## src/rtl/cv32e40p_ft_vote_monitor.sv

```systemverilog
// TMR vote-and-monitor: votes three replica bundles, attributes mismatches,
// tracks per-replica health, retires faulty replicas and re-admits them after a clean window.

module cv32e40p_ft_vote_monitor_voter #(
  parameter int unsigned WIDTH = 32
) (
  input  logic [WIDTH-1:0] i_a,
  input  logic [WIDTH-1:0] i_b,
  input  logic [WIDTH-1:0] i_c,
  input  logic [2:0]       i_adm,
  output logic [WIDTH-1:0] o_voted_c,
  output logic [2:0]       o_blk_err_c,
  output logic             o_err_det_c,
  output logic             o_err_corr_c
);

  logic [WIDTH-1:0] w_maj;

  assign w_maj = (i_a & i_b) | (i_a & i_c) | (i_b & i_c);

  // Vote according to the admitted set; a disagreeing pair falls back to its lower index
  always_comb begin
    o_voted_c    = i_a;
    o_blk_err_c  = 3'b000;
    o_err_det_c  = 1'b0;
    o_err_corr_c = 1'b0;
    case (i_adm)
      3'b111: begin
        o_voted_c    = w_maj;
        o_blk_err_c  = {i_c != w_maj, i_b != w_maj, i_a != w_maj};
        o_err_det_c  = |o_blk_err_c;
        o_err_corr_c = o_err_det_c;
      end
      3'b011: begin
        o_voted_c = i_a;
        if (i_a != i_b) begin
          o_blk_err_c = 3'b011;
          o_err_det_c = 1'b1;
        end
      end
      3'b101: begin
        o_voted_c = i_a;
        if (i_a != i_c) begin
          o_blk_err_c = 3'b101;
          o_err_det_c = 1'b1;
        end
      end
      3'b110: begin
        o_voted_c = i_b;
        if (i_b != i_c) begin
          o_blk_err_c = 3'b110;
          o_err_det_c = 1'b1;
        end
      end
      3'b001:  o_voted_c = i_a;
      3'b010:  o_voted_c = i_b;
      3'b100:  o_voted_c = i_c;
      default: o_voted_c = i_a;
    endcase
  end

endmodule

module cv32e40p_ft_vote_monitor #(
  parameter int unsigned WIDTH          = 32,
  parameter int unsigned TOUT           = 0,
  parameter int unsigned INCREMENT      = 4,
  parameter int unsigned DECREMENT      = 1,
  parameter int unsigned THRESHOLD      = 12,
  parameter int unsigned COUNT_BIT      = 4,
  parameter int unsigned RECOVER_EN     = 1,
  parameter int unsigned RECOVER_CYCLES = 64
) (
  input  logic                   clk,
  input  logic                   rst_n,
  input  logic [3*WIDTH-1:0]     to_vote_i,
  input  logic [2:0]             set_broken_i,
  output logic [3*WIDTH-1:0]     voted_o,
  output logic [2:0]             is_broken_o,
  output logic                   err_detected_o,
  output logic                   err_corrected_o,
  output logic                   all_broken_o,
  output logic [3*COUNT_BIT-1:0] health_o
);

  localparam int unsigned CLEAN_W   = $clog2(RECOVER_CYCLES + 1);
  localparam int unsigned HEALTH_MX = (1 << COUNT_BIT) - 1;

  logic [COUNT_BIT-1:0] r_health [3];
  logic [CLEAN_W-1:0]   r_clean  [3];
  logic [2:0]           r_broken;
  logic [2:0]           r_forced;
  logic                 r_all_broken;

  logic [COUNT_BIT-1:0] w_health_nxt [3];
  logic [CLEAN_W-1:0]   w_clean_nxt  [3];
  logic [CLEAN_W-1:0]   w_clean_inc  [3];
  logic [2:0]           w_broken_nxt;
  logic [2:0]           w_forced_nxt;
  logic                 w_readmitted;

  logic [2:0]           w_adm;
  logic [WIDTH-1:0]     w_lane [3];
  logic [2:0]           w_blk_err;
  logic                 w_err_det;
  logic                 w_err_corr;

  // Reset admits every lane so the output is the plain majority while rst_n is low
  assign w_adm = rst_n ? ~r_broken : 3'b111;

  for (genvar k = 0; k < 3; k++) begin : g_lane
    assign w_lane[k] = to_vote_i[k*WIDTH +: WIDTH];
    assign health_o[k*COUNT_BIT +: COUNT_BIT] = r_health[k];
  end

  if (TOUT != 0) begin : g_tout
    logic [WIDTH-1:0] w_v   [3];
    logic [2:0]       w_blk [3];
    logic [2:0]       w_det;
    logic [2:0]       w_corr;

    for (genvar j = 0; j < 3; j++) begin : g_voter
      cv32e40p_ft_vote_monitor_voter #(.WIDTH(WIDTH)) u_voter (
        .i_a          (w_lane[0]),
        .i_b          (w_lane[1]),
        .i_c          (w_lane[2]),
        .i_adm        (w_adm),
        .o_voted_c    (w_v[j]),
        .o_blk_err_c  (w_blk[j]),
        .o_err_det_c  (w_det[j]),
        .o_err_corr_c (w_corr[j])
      );
      assign voted_o[j*WIDTH +: WIDTH] = w_v[j];
    end

    // Status from the three copies is itself majority-voted
    assign w_blk_err  = (w_blk[0] & w_blk[1]) | (w_blk[0] & w_blk[2]) | (w_blk[1] & w_blk[2]);
    assign w_err_det  = (w_det[0] & w_det[1]) | (w_det[0] & w_det[2]) | (w_det[1] & w_det[2]);
    assign w_err_corr = (w_corr[0] & w_corr[1]) | (w_corr[0] & w_corr[2]) | (w_corr[1] & w_corr[2]);
  end else begin : g_single
    logic [WIDTH-1:0] w_v;

    cv32e40p_ft_vote_monitor_voter #(.WIDTH(WIDTH)) u_voter (
      .i_a          (w_lane[0]),
      .i_b          (w_lane[1]),
      .i_c          (w_lane[2]),
      .i_adm        (w_adm),
      .o_voted_c    (w_v),
      .o_blk_err_c  (w_blk_err),
      .o_err_det_c  (w_err_det),
      .o_err_corr_c (w_err_corr)
    );
    assign voted_o = {3{w_v}};
  end

  assign err_detected_o  = w_err_det;
  assign err_corrected_o = w_err_corr;
  assign is_broken_o     = r_broken;
  assign all_broken_o    = r_all_broken;

  function automatic logic [COUNT_BIT-1:0] f_health_upd(input logic [COUNT_BIT-1:0] i_cnt,
                                                         input logic             i_err);
    logic [32:0] w_cnt;
    w_cnt = 33'(i_cnt);
    if (i_err) begin
      w_cnt = w_cnt + 33'(INCREMENT);
      if (w_cnt > 33'(HEALTH_MX)) w_cnt = 33'(HEALTH_MX);
    end else if (w_cnt > 33'(DECREMENT)) begin
      w_cnt = w_cnt - 33'(DECREMENT);
    end else begin
      w_cnt = 33'd0;
    end
    return COUNT_BIT'(w_cnt);
  endfunction

  for (genvar k = 0; k < 3; k++) begin : g_inc
    assign w_clean_inc[k] = (r_clean[k] >= CLEAN_W'(RECOVER_CYCLES)) ?
                            CLEAN_W'(RECOVER_CYCLES) : r_clean[k] + CLEAN_W'(1);
  end

  // Next-state for health, retirement, forced flag and recovery window
  always_comb begin
    w_health_nxt = r_health;
    w_clean_nxt  = r_clean;
    w_broken_nxt = r_broken;
    w_forced_nxt = r_forced | set_broken_i;
    w_readmitted = 1'b0;
    for (int k = 0; k < 3; k++) begin
      if (!r_broken[k]) begin
        w_health_nxt[k] = f_health_upd(r_health[k], w_blk_err[k]);
        w_clean_nxt[k]  = '0;
        if (33'(w_health_nxt[k]) >= 33'(THRESHOLD)) w_broken_nxt[k] = 1'b1;
      end else if ((RECOVER_EN != 0) && !r_forced[k] && (r_broken != 3'b111)) begin
        if (w_lane[k] != voted_o[WIDTH-1:0]) begin
          w_clean_nxt[k] = '0;
        end else if ((w_clean_inc[k] == CLEAN_W'(RECOVER_CYCLES)) && !set_broken_i[k]
                     && !w_readmitted) begin
          w_broken_nxt[k] = 1'b0;
          w_health_nxt[k] = '0;
          w_clean_nxt[k]  = '0;
          w_readmitted    = 1'b1;
        end else begin
          w_clean_nxt[k] = w_clean_inc[k];
        end
      end
      if (set_broken_i[k]) w_broken_nxt[k] = 1'b1;
    end
  end

  always_ff @(posedge clk) begin
    if (!rst_n) begin
      for (int k = 0; k < 3; k++) begin
        r_health[k] <= '0;
        r_clean[k]  <= '0;
      end
      r_broken     <= 3'b000;
      r_forced     <= 3'b000;
      r_all_broken <= 1'b0;
    end else begin
      for (int k = 0; k < 3; k++) begin
        r_health[k] <= w_health_nxt[k];
        r_clean[k]  <= w_clean_nxt[k];
      end
      r_broken     <= w_broken_nxt;
      r_forced     <= w_forced_nxt;
      r_all_broken <= &w_broken_nxt;
    end
  end

endmodule

```

## config.mk

```make
export PLATFORM = sky130hd
export DESIGN_NAME = cv32e40p_ft_vote_monitor
export DESIGN_NICKNAME = d
export VERILOG_FILES = /design/src/rtl/cv32e40p_ft_vote_monitor.sv
export SDC_FILE = /design/constraint.sdc
export NUM_CORES = 1
export LEC_CHECK = 0
export ABC_AREA = 1
export CAP_MARGIN = 0
export CORE_MARGIN = 3
export CORE_UTILIZATION = 40
export DETAILED_ROUTE_END_ITERATION = 10
export GPL_TIMING_DRIVEN = 0
export PLACE_DENSITY = 0.69
export SKIP_LAST_GASP = 1
export SLEW_MARGIN = 20
export SYNTH_ARGS = -nofsm -noshare
export SYNTH_HDL_FRONTEND = slang
export SYNTH_HIERARCHICAL = 1
export SYNTH_SLANG_ARGS = --single-unit
```

## constraint.sdc

```tcl
create_clock -name clk -period 2.7 [get_ports clk]
set_input_delay 0.27 -clock clk [delete_from_list [all_inputs] [get_ports clk]]
set_output_delay 0.27 -clock clk [all_outputs]
set_load 0.005 [all_outputs]
```

## Word level (Yosys, flattened, before mapping)

Index checks and enable logic that the tools add are counted.

- Multiplexer cells: 70
- Reduce and logical (&&, ||, !) cells: 25
- Bitwise gates (word level): 7
- $add $sub $neg: 9
- Order comparisons: 12
- Eq/ne operators: 28

Operator list:

| operator | count |
|---|---|
| $ne 32x32->1 | 9 |
| $and 32x32->32 | 3 |
| $mux 4 | 24 |
| $pmux 32 s3 | 1 |
| $or 32x32->32 | 2 |
| $mux 7 | 9 |
| $mux 1 | 30 |
| $add 7x1->7 const B | 3 |
| $eq 7x7->1 const B | 3 |
| $ge 7x7->1 const B | 3 |
| $add 4x3->5 const B | 3 |
| $gt 5x4->1 const B | 3 |
| $eq 3x3->1 const B | 4 |
| $ge 4x4->1 const B | 3 |
| $gt 4x1->1 const B | 3 |
| $ne 2x1->1 const B | 6 |
| $pmux 3 s4 | 1 |
| $reduce_and 3->1 | 4 |
| $sub 4x1->4 const B | 3 |
| $mux 3 | 3 |
| $logic_and 1x1->1 | 8 |
| $logic_not 1->1 | 8 |
| $eq 3x2->1 const B | 2 |
| $ne 2x2->1 const B | 3 |
| other kinds (8) | 10 |

- Bits of input ports: 101
- Word-level logic and storage cells: 160
- Output and inout port bits: 114
- Register bits after elaboration: 40

## Longest topological paths before layout

- Depth in word-level cells: 23
- Mapped depth: 25
- Gate-level depth less buffers: 23

## Modules after synthesis

Netlist, hierarchy kept.

Modules (own cells, without submodules):

| module | instances | area each (um^2) | cells each | seq. area each (um^2) |
|---|---|---|---|---|
| cv32e40p_ft_vote_monitor_voter | 1 | 4590.7 | 834 | 0.0 |
| cv32e40p_ft_vote_monitor | 1 | 4277.9 | 688 | 800.8 |

## Worst setup path before layout

OpenSTA, ideal clock, no wires.

- Kind: reg2reg
- From: reg r_broken[2] (netlist: is_broken_o[2])
- To: reg r_broken[2] (netlist: is_broken_o[2])
- Path slack: -0.268 ns
- Cell stages (with the launch flop): 20
- Arrival time: 2.836 ns
- Path buffers: 2
- Period minus slack after synthesis: 2.968 ns
- Setup time: 0.132 ns
- Data required time: 2.568 ns
- Cells stage by stage: dfxtp_1 -> buf_2 -> nand2_1 -> inv_1 -> nor3_1 -> inv_1 -> nand3_1 -> buf_2 -> o21ai_0 -> inv_1 -> nand2_1 -> o21ai_0 -> nor2_1 -> nand2_1 -> nor2_1 -> nand3_1 -> nor2_4 -> nand4_2 -> nand2_1 -> a21oi_2

- Longest elaborated chain between the ends: 22
- Elaborated cells on any way between the ends: 38
- Classes of those cells: 1 x order compare; 10 x eq/ne; 18 x mux; 1 x bitwise; 8 x reduce/logical

RTL lines:

| element | line | source |
|---|---|---|
| start, declared | 91 | `logic [2:0] r_broken;` |
| start signal, assigned | 224 | `r_broken <= w_broken_nxt;` |
| $not 3->3 (*) | 109 | `assign w_adm = rst_n ? ~r_broken : 3'b111;` |
| $mux 3 (*) | 109 |  |
| net w_adm[2] | 102 | `logic [2:0] w_adm;` |
| $eq 3x2->1 or $eq 3x3->1 (tied branches) | 27 | `case (i_adm)` |
| $reduce_or 2->1 (no line) | n/a |  |
| $pmux 32 s3 (*) | 27 |  |
| net voted_o[6] | 78 | `output logic [3*WIDTH-1:0] voted_o,` |
| $ne 32x32->1 | 194 | `if (w_lane[k] != voted_o[WIDTH-1:0]) begin` |
| [8 not listed] | n/a |  |
| $mux 1 | 189 | `if (!r_broken[k]) begin` |
| $logic_not 1->1 | 197 | `&& !w_readmitted) begin` |
| $logic_and 1x1->1 | 197 |  |
| $mux 1 | 196 | `end else if ((w_clean_inc[k] == CLEAN_W'(RECOVER_CYCLES)) && !set_broken_i[k]` |
| $mux 1 (*) | 194 |  |
| $mux 1 (*) | 193 | `end else if ((RECOVER_EN != 0) && !r_forced[k] && (r_broken != 3'b111)) begin` |
| $mux 1 (*) | 189 |  |
| $mux 1 (*) | 206 | `if (set_broken_i[k]) w_broken_nxt[k] = 1'b1;` |

Mark *: on every way through the listed nets, which the timed path passes. The rest lies on a longest branch. The select of a mux whose other input is x is not followed.
A chain may end at the register's enable or synchronous reset.

## Final worst setup path

- From: reg r_broken[2] (netlist: is_broken_o[2])
- To: reg r_broken[2] (netlist: is_broken_o[2])

- Longest elaborated chain between the ends: 22
- Elaborated cells on any way between the ends: 38
- Classes of those cells: 1 x order compare; 10 x eq/ne; 18 x mux; 1 x bitwise; 8 x reduce/logical

RTL lines:

| element | line |
|---|---|
| $not 3->3 (*) | 109 |
| $mux 3 (*) | 109 |
| net w_adm[2] | 102 |
| $eq 3x2->1 or $eq 3x3->1 (tied branches) | 27 |
| $reduce_or 2->1 (no line) | n/a |
| $pmux 32 s3 | 27 |
| $ne 32x32->1 | 194 |
| $mux 1 | 194 |
| [7 not listed] | n/a |
| $mux 1 | 189 |
| $logic_not 1->1 | 197 |
| $logic_and 1x1->1 | 197 |
| $mux 1 | 196 |
| $mux 1 | 194 |
| $mux 1 | 193 |
| $mux 1 (*) | 189 |
| $mux 1 (*) | 206 |

Marked as above.

==> run_results.csv <==
group,metric,value,unit
placement,hpwl,26620,µm
clock_tree,cts.path.max_buffers,2,
timing,max_slew_margin,57.73,%
synth,yosysMostFrequentCell,"nand2_1",
worst_hold_path,hold_path_startpoint,"r_forced[2]$_SDFF_PN0_",
synth,netlist.area_leader.share,16.17,%
power,finalPower,5.788,mW
grt,grt_first_pass_wirelength,52910,µm
synth,synth_cells,1522,
synth,synth.net_count,1735,
synth,synth-seq-area-share,9.029,%
timing,slew_viol_final,0,
clock_tree,cts_num_sinks,40,
detailed_routing,wl,35420,µm
clock_tree,cts_max_level,2,
synth,ys_top_cells_by_count,"382 x nand2_1, 250 x inv_1, 159 x nor2_1",
floorplan,die_area,23990,µm²
worst_setup_path,cp.required,2.84,ns
synth,yosys_warnings,6,
worst_setup_path,r2r-start,"is_broken_o[2]$_SDFF_PN0_",
clock_tree,cts-hold-fix-buffers,0,
floorplan,die_h,154.9,µm
clock_tree,clock-root-buffer,"clkbuf_16",
worst_setup_path,worstPathArrival,3.02,ns
grt,grtUsageTotal,27.24,%
worst_setup_path,crit_fanout,6,
power,leakagePower,7.188,nW
cells_and_area,fill_cells,1895,
synth,synth_edf_count,0,
worst_setup_path,worstReg2RegEnd,"is_broken_o[2]$_SDFF_PN0_",
grt,first_global_vias,10214,
synth,synth_top_area_cell,"nand2_1",
detailed_routing,drt_iter0_markers,983,
timing,period_minus_slack,2.870,ns
timing,fmax,348.4,MHz
floorplan,dieWidth,154.9,µm
clock_tree,clkSlewWorstSetupHoldPaths,0.06,ns
clock_tree,clock_latency,0.28,ns
detailed_routing,firstDrtPassIters,5,
power,peakVddDrop,0.2394,mV
worst_setup_path,end_kind,"flip-flop",
synth,synth_area_leaders,"nand2_1 16%, ha_1 16%, inv_1 11%",
detailed_routing,wl_per_cell,16.78,µm
floorplan,initial_core_util,41.40,%
placement,portBuffers,214,
timing,finalWorstSetupSlack,-0.1701,ns
placement,gp_congestion,0.9940,
synth,synth_seq_cells,40,
timing,fin_crit_sh,106.3,%
worst_hold_path,hold_class,"reg -> reg",
floorplan,core-area,21420,µm²
grt,antenna_found_initial,1,
floorplan,ios,215,
power,power_density,416.6,nW/µm²
worst_hold_path,hold_end,"r_forced[2]$_SDFF_PN0_",
status,violations,"negative setup slack",
status,outcome,"finished with violations",
cells_and_area,drive_gt1_share,26.74,%
timing,setup_viol,35,
detailed_routing,drc,0,
worst_setup_path,reg2reg_slack,-0.17,ns
grt,grt_start_max_net_pins,13,
timing,fin_skew,0.004488,ns
grt,gr-total-overflow,0,
cells_and_area,syn_to_final_growth,56.65,%
clock_tree,cts_tree,"done",
cells_and_area,finish.utilization,64.86,%
synth,synth_flop_cell,"dfxtp_1",
timing,rsz0062_at_grt,"true",
synth,synth.distinct_cells,39,
synth,avgSynthCellArea,5.827,µm²
placement,placed_area,11450,µm²
cells_and_area,fin_nets,2048,
worst_hold_path,holdPathStages,2,
cells_and_area,diodes,0,
worst_setup_path,start_kind,"flip-flop",
flow_run,cap_violations,0,
worst_setup_path,reg2reg_depth,18,
timing,tightest_slew,0.6341,ns
timing,timing.final.hold_violations,0,
clock_tree,cts-buffers-inserted,5,
worst_setup_path,crit_type,"reg -> reg",
detailed_routing,ant_nets,0,
detailed_routing,via_count,11192,
synth,async_flop_share,0,%
floorplan,std_cell_rows,53,
cells_and_area,fin_area,13890,µm²
detailed_routing,avgViaCountPerCell,5.302,
synth,synthesis.area,8869,µm²
## per-layer routing
layer	share of wire, %	GRT usage, %	vias up
met2	46	44.42	546
li1	-	-	5474
met5	0.020	0	-
met4	3.1	7.864	2
met1	41	37.22	5090
met3	9.6	4.256	80
## state kept, by name (all words and copies together), names as in the netlist
signal        count
r_clean          21
health_o         12
is_broken_o       3
r_forced          3
all_broken_o      1
## area by class of cell
type	instances	area, µm²	share of cell area [%]
inverters	263	1007	7.250
plain buffers	79	686.9	4.945
well taps	275	344.1	2.477
repair buffers	306	3027	21.79
clock inverters	1	30.03	0.2162
multi-input cells	1140	7838	56.42
flip-flops and latches	40	807.0	5.809
clock buffers	7	152.6	1.099
## worst max-delay path by stage
stage          slack (ns)                 startpoint                   endpoint  cells past startpoint
4_1_cts             -0.15  is_broken_o[2]$_SDFF_PN0_   health_o[7]$_SDFFE_PN0P_                     24
6_report            -0.17  is_broken_o[2]$_SDFF_PN0_  is_broken_o[2]$_SDFF_PN0_                     18
3_5_place_dp        -1.59                      rst_n   health_o[7]$_SDFFE_PN0P_                     20
3_3_place_gp        -1.57                      rst_n   health_o[7]$_SDFFE_PN0P_                     20
2_1_floorplan        0.01  is_broken_o[2]$_SDFF_PN0_  is_broken_o[2]$_SDFF_PN0_                     21
5_1_grt             -0.30  is_broken_o[0]$_SDFF_PN0_   health_o[6]$_SDFFE_PN0P_                     23
## metrics by stage
step | setup WS (ns) | hold slack, ns | setup TNS (ns) | std cells
after floorplan | 0.01193 | 0.3858 | 0 | 1522
after global placement | -1.569 | 0.4475 | -118.52 | 2011
after detailed placement | -1.591 | 0.4603 | -119.13 | 2011
after CTS | -0.1457 | 0.4730 | -1.591 | 2073
after global routing | -0.2961 | 0.5069 | -8.641 | 2111
final | -0.1701 | 0.4750 | -3.220 | 2111
## cells by family (layout without fill, tap and decap cells)
logic type / Yosys count / in the layout / share of synthesized area (%)
XOR/XNOR: 81 / 81 / 8.000
flip-flops: 40 / 40 / 9.029
AND/OR/NAND/NOR: 756 / 756 / 37.82
buffers and inverters: 342 / 656 / 17.35
adder cells (fa/ha/maj): 112 / 112 / 15.80
AO/OA/AOI/OAI: 191 / 191 / 11.99
## worst max-delay path, stage by stage (launching register included)
cell and delay [ns]:
dfxtp_2 0.33, buf_6 0.11, nand2_8 0.06, inv_8 0.07
nor3_4 0.03, inv_2 0.10, buf_4 0.18, buf_4 0.15
o22ai_1 0.06, a21oi_1 0.22, o21ai_4 0.16, xnor2_2 0.21
nand2_1 0.17, nor3_2 0.17, nand3_1 0.14, nor2_4 0.21
nand4_4 0.17, nand2_2 0.14, a21oi_2 0.05
## cells in the final DEF (no fill, tap or decap), types with 36 or more instances in the layout
master           count
clkdlybuf4s50_1     65
dlygate4sd2_1       86
dlymetal6s2s_1      48
buf_4              117
dfxtp_1             37
a21oi_2             38
nor2_2              43
o21ai_0             40
a21oi_1             36
nand2_2             42
nand3_1             67
nor2_1             125
inv_1              233
nand2_1            345
nand4_1             54
buf_6               37
ha_1               110
## timing repair
action                                  4_1_cts  5_1_grt
resized for setup                           334      196
cloned                                        2        2
buffers inserted                             52       36
endpoints found under the setup margin      135      109
pin swaps                                    55       51
## where the power goes
part	leakage, nW	internal (mW)	switching (mW)
registers	0.328	0.645	0.0780
logic	6.77	2.15	2.19
clock network	0.0901	0.487	0.244
(Power assumes the default switching activity.)
